`src/rtl/seg_scan_ctrl_if.sv`:
```
// Value-source / display-side bundle for the 4-digit scan controller.
// The value source is the master; the scan controller is the slave.
interface seg_scan_ctrl_if;
  logic        load;
  logic [15:0] digits;
  logic [3:0]  dp_in;
  logic        blank_lz;
  logic        pending;
  logic        load_ack;
  logic [1:0]  digit_sel;
  logic [3:0]  anode;
  logic [3:0]  nibble;
  logic        dp_n;
  logic        frame_tick;

  modport master (
    output load, digits, dp_in, blank_lz,
    input  pending, load_ack, digit_sel,
    input  anode, nibble, dp_n, frame_tick
  );

  modport slave (
    input  load, digits, dp_in, blank_lz,
    output pending, load_ack, digit_sel,
    output anode, nibble, dp_n, frame_tick
  );
endinterface

```
`src/rtl/seg_scan_ctrl.sv`:
```
// 4-digit common-anode 7-seg scan scheduler with dead-time blanking,
// frame-synchronous double buffering and leading-zero suppression.
module seg_scan_ctrl #(
  parameter int ON_CYCLES   = 12500,
  parameter int DEAD_CYCLES = 250,
  parameter int CNT_W       = 15
) (
  input  logic          clk,
  input  logic          rst,
  seg_scan_ctrl_if.slave bus
);

  typedef enum logic {
    BLANK = 1'b0,
    SHOW  = 1'b1
  } state_t;

  localparam int DL = (DEAD_CYCLES > 0) ? DEAD_CYCLES - 1 : 0;
  localparam logic [CNT_W-1:0] ON_LAST   = CNT_W'(ON_CYCLES - 1);
  localparam logic [CNT_W-1:0] DEAD_LAST = CNT_W'(DL);
  localparam bit NO_DEAD = (DEAD_CYCLES == 0);

  state_t           state_q, state_d;
  logic [CNT_W-1:0] cnt_q, cnt_d;
  logic [1:0]       sel_q, sel_d;
  logic [3:0]       anode_q, anode_d;
  logic [3:0]       nib_q, nib_d;
  logic             dpn_q, dpn_d;
  logic             tick_q, tick_d;
  logic             ack_q, ack_d;
  logic             pend_q, pend_d;
  logic [15:0]      pbuf_q, pbuf_d;
  logic [3:0]       pdp_q, pdp_d;
  logic [15:0]      act_q, act_d;
  logic [3:0]       adp_q, adp_d;
  logic             sup_q, sup_d;
  logic             show_end;
  logic             blank_end;
  logic             commit;

  function automatic logic lz_sup(
    input logic [15:0] v,
    input logic [1:0]  k,
    input logic        en
  );
    logic z3, z32, z321;
    z3   = (v[15:12] == 4'd0);
    z32  = z3 && (v[11:8] == 4'd0);
    z321 = z32 && (v[7:4] == 4'd0);
    unique case (k)
      2'd3:    return en && z3;
      2'd2:    return en && z32;
      2'd1:    return en && z321;
      default: return 1'b0;
    endcase
  endfunction

  function automatic logic [3:0] an_of(
    input logic [1:0] k,
    input logic       sup
  );
    return sup ? 4'b1111 : ~(4'b0001 << k);
  endfunction

  assign show_end  = (state_q == SHOW) && (cnt_q == ON_LAST);
  assign blank_end = (state_q == BLANK) && (cnt_q == DEAD_LAST);
  assign commit    = show_end && (sel_q == 2'd3) && pend_q;

  always_comb begin
    state_d = state_q;
    cnt_d   = cnt_q + 1'b1;
    sel_d   = sel_q;
    anode_d = anode_q;
    nib_d   = nib_q;
    dpn_d   = dpn_q;
    tick_d  = 1'b0;
    ack_d   = 1'b0;
    pend_d  = pend_q;
    pbuf_d  = pbuf_q;
    pdp_d   = pdp_q;
    act_d   = act_q;
    adp_d   = adp_q;
    sup_d   = sup_q;

    // Commit reads the old buffer, so a same-cycle load stays pending.
    if (commit) begin
      act_d  = pbuf_q;
      adp_d  = pdp_q;
      ack_d  = 1'b1;
      pend_d = 1'b0;
    end
    if (bus.load) begin
      pbuf_d = bus.digits;
      pdp_d  = bus.dp_in;
      pend_d = 1'b1;
    end

    unique case (state_q)
      BLANK: begin
        if (blank_end) begin
          state_d = SHOW;
          cnt_d   = '0;
          anode_d = an_of(sel_q, sup_q);
        end
      end
      SHOW: begin
        if (show_end) begin
          sel_d  = sel_q + 2'd1;
          cnt_d  = '0;
          tick_d = (sel_q == 2'd3);
          nib_d  = act_d[{sel_d, 2'b00} +: 4];
          sup_d  = lz_sup(act_d, sel_d, bus.blank_lz);
          dpn_d  = sup_d | ~adp_d[sel_d];
          if (NO_DEAD) begin
            state_d = SHOW;
            anode_d = an_of(sel_d, sup_d);
          end else begin
            state_d = BLANK;
            anode_d = 4'b1111;
          end
        end
      end
      default: begin
        state_d = BLANK;
        cnt_d   = '0;
      end
    endcase
  end

  always_ff @(posedge clk) begin
    if (rst) begin
      state_q <= BLANK;
      cnt_q   <= '0;
      sel_q   <= 2'd0;
      anode_q <= 4'b1111;
      nib_q   <= 4'd0;
      dpn_q   <= 1'b1;
      tick_q  <= 1'b0;
      ack_q   <= 1'b0;
      pend_q  <= 1'b0;
      pbuf_q  <= 16'd0;
      pdp_q   <= 4'd0;
      act_q   <= 16'd0;
      adp_q   <= 4'd0;
      sup_q   <= 1'b0;
    end else begin
      state_q <= state_d;
      cnt_q   <= cnt_d;
      sel_q   <= sel_d;
      anode_q <= anode_d;
      nib_q   <= nib_d;
      dpn_q   <= dpn_d;
      tick_q  <= tick_d;
      ack_q   <= ack_d;
      pend_q  <= pend_d;
      pbuf_q  <= pbuf_d;
      pdp_q   <= pdp_d;
      act_q   <= act_d;
      adp_q   <= adp_d;
      sup_q   <= sup_d;
    end
  end

  assign bus.pending    = pend_q;
  assign bus.load_ack   = ack_q;
  assign bus.digit_sel  = sel_q;
  assign bus.anode      = anode_q;
  assign bus.nibble     = nib_q;
  assign bus.dp_n       = dpn_q;
  assign bus.frame_tick = tick_q;

endmodule
```
`src/flat_wrapper.sv`:
```
// flat-port wrapper written by rule: the top's interface ports become plain ports
module seg_scan_ctrl_flat 
#(
  parameter int ON_CYCLES   = 12500,
  parameter int DEAD_CYCLES = 250,
  parameter int CNT_W       = 15
)
  (clk, rst, bus_load, bus_digits, bus_dp_in, bus_blank_lz, bus_pending, bus_load_ack, bus_digit_sel, bus_anode, bus_nibble, bus_dp_n, bus_frame_tick);
  seg_scan_ctrl_if bus_i ();
  input  logic clk;
  input  logic rst;
  input wire logic [$bits(bus_i.load)-1:0] bus_load;
  input wire logic [$bits(bus_i.digits)-1:0] bus_digits;
  input wire logic [$bits(bus_i.dp_in)-1:0] bus_dp_in;
  input wire logic [$bits(bus_i.blank_lz)-1:0] bus_blank_lz;
  output wire logic [$bits(bus_i.pending)-1:0] bus_pending;
  output wire logic [$bits(bus_i.load_ack)-1:0] bus_load_ack;
  output wire logic [$bits(bus_i.digit_sel)-1:0] bus_digit_sel;
  output wire logic [$bits(bus_i.anode)-1:0] bus_anode;
  output wire logic [$bits(bus_i.nibble)-1:0] bus_nibble;
  output wire logic [$bits(bus_i.dp_n)-1:0] bus_dp_n;
  output wire logic [$bits(bus_i.frame_tick)-1:0] bus_frame_tick;
  assign bus_i.load = bus_load;
  assign bus_i.digits = bus_digits;
  assign bus_i.dp_in = bus_dp_in;
  assign bus_i.blank_lz = bus_blank_lz;
  assign bus_pending = bus_i.pending;
  assign bus_load_ack = bus_i.load_ack;
  assign bus_digit_sel = bus_i.digit_sel;
  assign bus_anode = bus_i.anode;
  assign bus_nibble = bus_i.nibble;
  assign bus_dp_n = bus_i.dp_n;
  assign bus_frame_tick = bus_i.frame_tick;
  seg_scan_ctrl #(.ON_CYCLES(ON_CYCLES), .DEAD_CYCLES(DEAD_CYCLES), .CNT_W(CNT_W)) u_core (.clk(clk), .rst(rst), .bus(bus_i));
endmodule
```
`config.mk`:
```
export PLATFORM = sky130hd
export DESIGN_NAME = seg_scan_ctrl_flat
export DESIGN_NICKNAME = d
export VERILOG_FILES = /design/src/rtl/seg_scan_ctrl_if.sv /design/src/rtl/seg_scan_ctrl.sv /design/src/flat_wrapper.sv
export SDC_FILE = /design/constraint.sdc
export NUM_CORES = 1
export LEC_CHECK = 0
export CAP_MARGIN = 30
export CORE_MARGIN = 2
export CORE_UTILIZATION = 25
export CTS_CLUSTER_SIZE = 30
export DETAILED_ROUTE_END_ITERATION = 8
export GPL_ROUTABILITY_DRIVEN = 0
export PLACE_DENSITY = 0.53
export SYNTH_ARGS = -nofsm -noshare
export SYNTH_HDL_FRONTEND = slang
export SYNTH_SLANG_ARGS = --single-unit
```
`constraint.sdc`:
```
create_clock -name clk -period 1.95 [get_ports clk]
set_clock_uncertainty 0.05 [all_clocks]
set_input_delay 0.39 -clock clk [delete_from_list [all_inputs] [get_ports clk]]
set_output_delay 0.39 -clock clk [all_outputs]
set_load 0.01 [all_outputs]
```
==> results of run 1 <==
-- logic make-up after synthesis --
kind of cell / synth area share
compound gates: 0.0876
xor+xnor: 0.0403
fa+ha+maj: 0.0288
buf+inv: 0.0333
flops: 0.467
mux: 0.120
simple gates: 0.223
-- metrics by stage --
| stage | setup slack, ps | setup TNS (ps) |
|---|---|---|
| floorplan | -126 | -1330 |
| global placement | -134 | -696 |
| detailed placement | -180 | -1110 |
| CTS | -102 | -417 |
| global route | -174 | -1680 |
| finish | -118 | -415 |
-- final timing paths --
path                          startpoint                                 to  slack (ps)  cells past startpoint
max          u_core.cnt_q[10]$_SDFF_PP0_  u_core.bus.nibble[3]$_SDFFE_PP0P_        -120                      8
min           u_core.act_q[0]$_SDFF_PP0_         u_core.act_q[0]$_SDFF_PP0_         410                      2
max reg2reg  u_core.cnt_q[10]$_SDFF_PP0_  u_core.bus.nibble[3]$_SDFFE_PP0P_        -120                      8
min reg2reg   u_core.act_q[0]$_SDFF_PP0_         u_core.act_q[0]$_SDFF_PP0_         410                      2
-- critical path, stage by stage (launching register included) --
cell and delay, ps:
dfxtp_2 310, or4_4 550, nor4_4 130, buf_4 180
nand3_4 90, buf_12 170, mux2i_4 170, mux2i_1 110
o21a_1 200
-- power breakdown --
group / internal, W / switching, W
clock network: 0.00116 / 0.000634
registers: 0.00148 / 0.0000314
logic: 0.0000954 / 0.0000720
-- timing repair --
item | in CTS | in global routing
setup endpoints to repair | 31 | 32
cloned | 0 | 1
hold buffers | 0 | 0
gates resized for setup | 13 | 36
hold endpoints to repair | 0 | 0
pin swaps | 1 | 8
setup buffers | 5 | 0
-- cells in the final DEF (no fill, tap or decap), types with 8 or more instances in the layout --
cell / synthesis / final
clkbuf_16: 0 / 10
clkdlybuf4s50_1: 0 / 36
nand3_1: 9 / 9
and3_1: 8 / 8
buf_4: 0 / 38
a21oi_1: 17 / 13
mux2i_1: 32 / 26
nor2_1: 64 / 61
dfxtp_1: 71 / 65
xor2_1: 9 / 9
nand2_1: 37 / 34
-- routing by layer --
metal / global-route usage / routed length, microns
met5: 0 / 0
met4: 0.0341 / 67
met3: 0.0429 / 305
met2: 0.213 / 3950
met1: 0.145 / 3510
-- layout make-up --
class,instances,area [sq um],share of cell area
clock inverters,6,91.3,0.0205
multi-input cells,240,1690,0.380
clock buffers,10,239,0.0537
inverters,4,15.0,0.00337
flip-flops and latches,71,1430,0.321
well taps,147,184,0.0413
repair buffers,84,801,0.180
-- state kept, by name (all words and copies together) (netlist names), 2 cells and up --
signal	cells
u_core.cnt_q	15
u_core.pbuf_q	16
u_core.bus.nibble	4
u_core.bus.digit_sel	2
u_core.pdp_q	4
u_core.adp_q	4
u_core.act_q	16
u_core.bus.anode	4
==> impl_metrics.csv, run 1 <==
group,metric,value,unit
status,status,"complete, but fails checks",
status,violations,"negative setup slack",
job,drv_cap,0,
drt,vias_per_cell,4.60,
cts,cts_buffers,9,
cells_and_area,fin_nets,441,
placement,dp_cells,541,
drt,remaining_drc_errors,0,
yosys,yosysTopAreaCell,"dfxtp_1",
cts,cts_buffer_depth,2,
placement,port_buffers,37,
drt,wl_per_cell,13.9,microns
drt,wirelength,7840,microns
placement,dpl.hpwl,5530,microns
die,die_w,114,microns
die,row_count,40,
power,peakVddDrop,0.443,mV
critical_path,end_kind,"register",
cts,clk_latency,340,ps
sta,max_slew_margin,0.672,
worst_hold_path,min_path_type,"register to register",
critical_path,worstSetupStartpointType,"register",
sta,holdWs,411,ps
die,fp.coreArea,12000,sq um
global_routing,gr-total-overflow,0,
yosys,yosys_most_used_dff,"dfxtp_1",
power,p_per_area,781,nW/um^2
power,finalPower,0.00348,W
sta,finalCriticalPeriod,2070,ps
sta,worstMarginPinSlew,492,ps
global_routing,grt_pass1_vias,2600,
sta,slew_viol_final,0,
sta,grt_setup_unrepaired,"yes",
yosys,yosysSeqAreaShare,0.467,
yosys,synth_most_common_cell,"dfxtp_1",
yosys,synthArstFlopShare,0,
yosys,synth.area.top_cells,"dfxtp_1 47%, mux2i_1 11%, nor2_1 7.9%",
yosys,yosysUniqueCellTypes,43,
sta,setup_viol,6,
cts,htreeDepth,3,
cts,clock-sinks,71,
drt,first_pass_iters,4,
cells_and_area,layout.cells.non_filler,562,
yosys,syn-num-nets,366,
critical_path,worstPathArrival,2240,ps
die,ios,38,
placement,place_area,3860,sq um
cts,clkTransAtPathRegs,60,ps
cells_and_area,drive_above_1_share,0.243,
critical_path,criticalPathCategory,"register to register",
yosys,ys_warn_count,0,
cells_and_area,diodes,0,
sta,fin_crit_sh,1.06,
yosys,synth_common_cells,"71 x dfxtp_1, 64 x nor2_1, 37 x nand2_1",
global_routing,grt_max_degree,24,
cells_and_area,fin_util,0.372,
yosys,syn_inst,335,
global_routing,antenna_found_initial,0,
cells_and_area,n_fill_cell,1201,
sta,setup_ws,-118,ps
cells_and_area,area_delta_synth_final,46.3,%
yosys,synth_top_area_frac,0.467,
yosys,synth_edf_count,0,
sta,fmax,484,MHz
yosys,avgSynthCellArea,9.08,sq um
drt,drtIter0Drc,82,
yosys,ys_ff_latch,71,
die,fp.dieH,114,microns
cts,cts_tree,"built",
cts,cts_root_buffer,"clkbuf_16",
drt,drtAntennaViolNets,0,
global_routing,grt_pass1_wl,12500,microns
cells_and_area,fin_area,4450,sq um
critical_path,worstPathMaxFanout,7,
die,die_area,13100,sq um
drt,vias,2586,
yosys,syn_area,3040,sq um
global_routing,track_usage,0.123,
die,start_util,0.254,
critical_path,crit_required,2120,ps
sta,hold_violations,0,
power,p_leak,1.72,nW
Power figures use the tool's default switching activity.
==> inputs of run 2 (changes only) <==
--- a/config.mk
+++ b/config.mk
@@ -6,12 +6,14 @@
 export NUM_CORES = 1
 export LEC_CHECK = 0
 export CAP_MARGIN = 30
+export CELL_PAD_IN_SITES_DETAIL_PLACEMENT = 1
+export CELL_PAD_IN_SITES_GLOBAL_PLACEMENT = 1
 export CORE_MARGIN = 2
 export CORE_UTILIZATION = 25
 export CTS_CLUSTER_SIZE = 30
 export DETAILED_ROUTE_END_ITERATION = 8
 export GPL_ROUTABILITY_DRIVEN = 0
-export PLACE_DENSITY = 0.53
+export PLACE_DENSITY = 0.63
 export SYNTH_ARGS = -nofsm -noshare
 export SYNTH_HDL_FRONTEND = slang
 export SYNTH_SLANG_ARGS = --single-unit
==> impl_metrics.csv, run 2 (synthesis gave the netlist of run 1 again) <==
group,metric,value,unit
die,ios,38,
drt,drtIter0Drc,108,
cts,cts_root_buffer,"clkbuf_16",
critical_path,criticalPathCategory,"register to register",
die,fp.dieH,114,microns
cells_and_area,top_regs,"u_core.act_q x16, u_core.pbuf_q x16, u_core.cnt_q x15",
global_routing,grt_pass1_wl,13600,microns
cells_and_area,diodes,0,
cells_and_area,final_cell_mix,"69 x dfxtp_1, 63 x nor2_1, 43 x buf_4",
global_routing,track_usage,0.135,
drt,vias_per_cell,4.62,
power,p_per_area,799,nW/um^2
critical_path,worstPathMaxFanout,6,
drt,vias,2613,
cts,clock-sinks,71,
cells_and_area,drive_above_1_share,0.227,
cts,cts_tree,"built",
global_routing,gr-total-overflow,0,
cts,htreeDepth,3,
placement,port_buffers,37,
cells_and_area,fin_util,0.367,
status,violations,"negative setup slack",
job,drv_cap,0,
placement,dpl.hpwl,6080,microns
cells_and_area,final_common_cell,"dfxtp_1",
drt,wirelength,8490,microns
worst_hold_path,min_path_type,"input pin to register",
cts,clk_latency,340,ps
sta,hold_violations,0,
global_routing,grt_max_degree,26,
sta,worstMarginPinSlew,503,ps
sta,finalCriticalPeriod,2070,ps
cells_and_area,n_fill_cell,1369,
sta,fin_crit_sh,1.06,
cts,clkTransAtPathRegs,60,ps
cts,cts_hold_buffers,0,
global_routing,antenna_found_initial,0,
critical_path,worstSetupStartpointType,"register",
critical_path,crit_required,2140,ps
die,start_util,0.254,
drt,drtAntennaViolNets,0,
status,status,"complete, but fails checks",
cells_and_area,area_delta_synth_final,44.2,%
sta,fin_setup_tns,-437,ps
cts,cts_buffers,9,
placement,place_ws,-179,ps
global_routing,grt_pass1_vias,2699,
sta,setup_viol,4,
drt,first_pass_iters,4,
die,row_count,40,
drt,remaining_drc_errors,0,
drt,wl_per_cell,15.0,microns
placement,dp_cells,544,
power,p_leak,1.72,nW
die,die_w,114,microns
cells_and_area,fin_nets,445,
critical_path,end_kind,"register",
cells_and_area,layout.cells.non_filler,566,
die,die_area,13100,sq um
sta,slew_viol_final,0,
sta,setup_ws,-124,ps
sta,grt_setup_unrepaired,"yes",
power,peakVddDrop,0.507,mV
sta,fmax,482,MHz
sta,max_slew_margin,0.662,
critical_path,worstPathArrival,2260,ps
cts,cts_buffer_depth,2,
die,fp.coreArea,12000,sq um
run 2: layout make-up:
type,count,area [sq um],area share
inverter,4,15.0,0.00342
clock inverter,6,91.3,0.0208
clock buffer,10,239,0.0545
sequential,71,1420,0.325
timing repair buffer,88,805,0.183
multi-input combinational,240,1630,0.371
tap,147,184,0.0419
run 2: worst paths after layout:
path	startpoint	to	slack (ps)	depth (start not counted)
worst max-delay path	u_core.cnt_q[14]$_SDFF_PP0_	u_core.bus.nibble[3]$_SDFFE_PP0P_	-120	8
worst min-delay path	rst	u_core.pbuf_q[14]$_SDFFE_PP0P_	390	2
worst max register to register	u_core.cnt_q[14]$_SDFF_PP0_	u_core.bus.nibble[3]$_SDFFE_PP0P_	-120	8
worst min register to register	u_core.act_q[0]$_SDFF_PP0_	u_core.act_q[0]$_SDFF_PP0_	410	2
run 2: stage by stage:
stage               hold slack, ps  cell area, sq um  total power [W]
CTS                            370              4310          0.00354
global placement               392              3880          0.00170
finish                         390              4390          0.00351
global route                   409              4390          0.00361
floorplan                      377              3070          0.00162
detailed placement             400              3880          0.00171
run 2: metal layers:
layer / share of wire / GRT usage / vias up
met4: 0.016 / 0.0488 / 0
met3: 0.035 / 0.0355 / 14
li1: - / - / 1307
met5: 0 / 0 / -
met1: 0.46 / 0.159 / 1251
met2: 0.49 / 0.235 / 41
run 2: repair_timing:
| action | 4_1_cts | 5_1_grt |
|---|---|---|
| setup endpoints to repair | 31 | 44 |
| setup buffers | 6 | 1 |
| resized for setup | 14 | 17 |
| pin swaps | 2 | 1 |
| gates cloned | 0 | 0 |
run 2: report_power, final:
part / internal, W / leakage [nW] / switching (W)
Combinational: 0.0000934 / 0.982 / 0.0000726
Sequential: 0.00148 / 0.578 / 0.0000323
Clock: 0.00116 / 0.163 / 0.000661
Total: 0.00274 / 1.72 / 0.000766
run 2: critical path, cell delays in order (launching register included):
cell and delay, ps:
dfxtp_1 310, or4_4 550, nor4_4 160, buf_6 150, nand3_4 80, buf_12 160
mux2i_4 190, mux2i_1 130, o21a_1 180
==> inputs of run 3 (changes only) <==
--- a/config.mk
+++ b/config.mk
@@ -8,8 +8,8 @@
 export CAP_MARGIN = 30
 export CELL_PAD_IN_SITES_DETAIL_PLACEMENT = 1
 export CELL_PAD_IN_SITES_GLOBAL_PLACEMENT = 1
-export CORE_MARGIN = 2
 export CORE_UTILIZATION = 25
+export CTS_CLUSTER_DIAMETER = 100
 export CTS_CLUSTER_SIZE = 30
 export DETAILED_ROUTE_END_ITERATION = 8
 export GPL_ROUTABILITY_DRIVEN = 0
==> impl_metrics.csv, run 3 (synthesis gave the netlist of run 1 again) <==
group,metric,value,unit
global_routing,grt_pass1_vias,2816,
critical_path,rr_worst_depth,10,
sta,fin_crit_sh,1.13,
worst_hold_path,worst_hold_path.num_cells,2,
cts,cts_root_buffer,"clkbuf_16",
power,p_per_area,713,nW/um^2
placement,dpl.hpwl,6150,microns
drt,remaining_drc_errors,1,
placement,port_buffers,37,
critical_path,crit_required,2130,ps
critical_path,reg2reg_from,"u_core.cnt_q[14]$_SDFF_PP0_",
die,die_area,12600,sq um
sta,setup_ws,-252,ps
worst_hold_path,hold_end,"u_core.bus.pending$_SDFFE_PP0P_",
cells_and_area,fin_nets,451,
drt,drtAntennaViolNets,0,
cells_and_area,register_area,1420,sq um
status,status,"complete, but fails checks",
cts,cts_tree,"built",
placement,dp_cells,542,
cells_and_area,area_delta_synth_final,47.8,%
cells_and_area,n_fill_cell,1346,
placement,place_area,3880,sq um
global_routing,gr-total-overflow,0,
cts,cts_hold_buffers,0,
placement,place_ws,-297,ps
cts,clock-sinks,71,
drt,drtIter0Drc,86,
critical_path,criticalPathCategory,"register to register",
cts,cts_buffer_depth,2,
sta,worstMarginPinSlew,364,ps
die,ios,38,
cells_and_area,top_regs,"u_core.act_q x16, u_core.pbuf_q x16, u_core.cnt_q x15",
sta,fmax,454,MHz
global_routing,antenna_found_initial,0,
critical_path,critical_path.startpoint,"u_core.cnt_q[14]$_SDFF_PP0_",
drt,vias,2657,
worst_hold_path,min_path_type,"input pin to register",
die,start_util,0.262,
cells_and_area,drive_above_1_share,0.289,
cells_and_area,final_common_cell,"dfxtp_1",
cells_and_area,layout.cells.non_filler,568,
sta,slew_viol_final,0,
worst_hold_path,min_from,"rst",
job,drv_cap,0,
critical_path,worstPathMaxFanout,5,
drt,vias_per_cell,4.68,
global_routing,grt_pass1_wl,14000,microns
power,p_leak,1.82,nW
sta,grt_setup_unrepaired,"yes",
cells_and_area,fin_area,4490,sq um
critical_path,worstPathArrival,2380,ps
die,die_w,112,microns
cells_and_area,multi_input_area,1750,sq um
die,fp.dieH,112,microns
global_routing,track_usage,0.145,
sta,hold_violations,0,
sta,finalCriticalPeriod,2200,ps
critical_path,end_kind,"register",
sta,max_slew_margin,0.755,
critical_path,worstSetupStartpointType,"register",
sta,setup_viol,23,
drt,wl_per_cell,15.1,microns
status,violations,"design-rule violations, negative setup slack",
critical_path,timing.rr.end,"u_core.bus.nibble[1]$_SDFFE_PP0P_",
global_routing,grt_max_degree,25,
cells_and_area,final_cell_mix,"69 x dfxtp_1, 64 x nor2_1, 44 x buf_4",
power,peakVddDrop,0.501,mV
cts,htreeDepth,3,
critical_path,r2r_slack,-250,ps
cts,cts_buffers,9,
drt,first_pass_iters,6,
die,row_count,39,
cts,clk_latency,340,ps
cts,clkTransAtPathRegs,60,ps
drt,wirelength,8560,microns
die,fp.coreArea,11600,sq um
cells_and_area,diodes,0,
run 3: cell count changes in the layout (fill, tap and decap cells not counted), moves of 3 or more:
cell / delta
mux2i_1: +3
mux2i_2: -3
nand2_1: -15
buf_6: +7
a21oi_2: +11
nand2_2: +8
nand2_4: +7
a21oi_1: -11
run 3: power by group:
group | internal (W) | switching (W)
Combinational | 0.0000940 | 0.0000735
Clock | 0.000892 | 0.000629
Sequential | 0.00148 | 0.0000329
run 3: worst max path at each step:
stage	to	slack, ps	cells after the start
2_1_floorplan	u_core.bus.nibble[3]$_SDFFE_PP0P_	-130	7
3_3_place_gp	u_core.bus.nibble[0]$_SDFFE_PP0P_	-140	7
3_5_place_dp	u_core.bus.dp_n$_SDFFE_PP1P_	-300	7
4_1_cts	u_core.bus.nibble[0]$_SDFFE_PP0P_	-210	8
5_1_grt	u_core.bus.nibble[1]$_SDFFE_PP0P_	-330	10
6_report	u_core.bus.nibble[1]$_SDFFE_PP0P_	-250	10
run 3: timing repair:
action / CTS / global route
pin swaps: 5 / 10
endpoints found under the setup margin: 26 / 45
setup buffers: 7 / 5
resized for setup: 23 / 46
run 3: area by class of cell:
type                            count  share of cell area
Multi-Input combinational cell    240               0.389
Sequential cell                    71               0.317
Timing Repair Buffer               94               0.190
Clock buffer                       11              0.0540
Tap cell                          143              0.0398
Clock inverter                      5             0.00752
Inverter                            4             0.00334
run 3: per-stage QoR:
stage	hold slack (ps)	util	total power [W]	TNS, ps
finish	380	0.387	0.00320	-2650
global route	383	0.387	0.00335	-4520
CTS	362	0.368	0.00326	-1990
detailed placement	400	0.334	0.00171	-2040
global placement	393	0.334	0.00170	-727
floorplan	377	-	0.00162	-1330
run 3: critical path: stages, from the launching register on:
cell and delay (ps):
dfxtp_2 320, or4_4 550, nor4_4 230, buf_4 190
nand3_4 60, buf_6 140, buf_4 130, buf_6 120
buf_6 120, nand3_1 90, a31oi_1 80
run 3: metal layers:
metal	global-route usage	routed length, microns	part of all wire	vias to the layer above
li1	-	-	-	1317
met1	0.164	3810	0.45	1288
met2	0.246	4280	0.50	39
met3	0.0540	314	0.037	13
met4	0.0604	160	0.019	0
met5	0	0	0	-
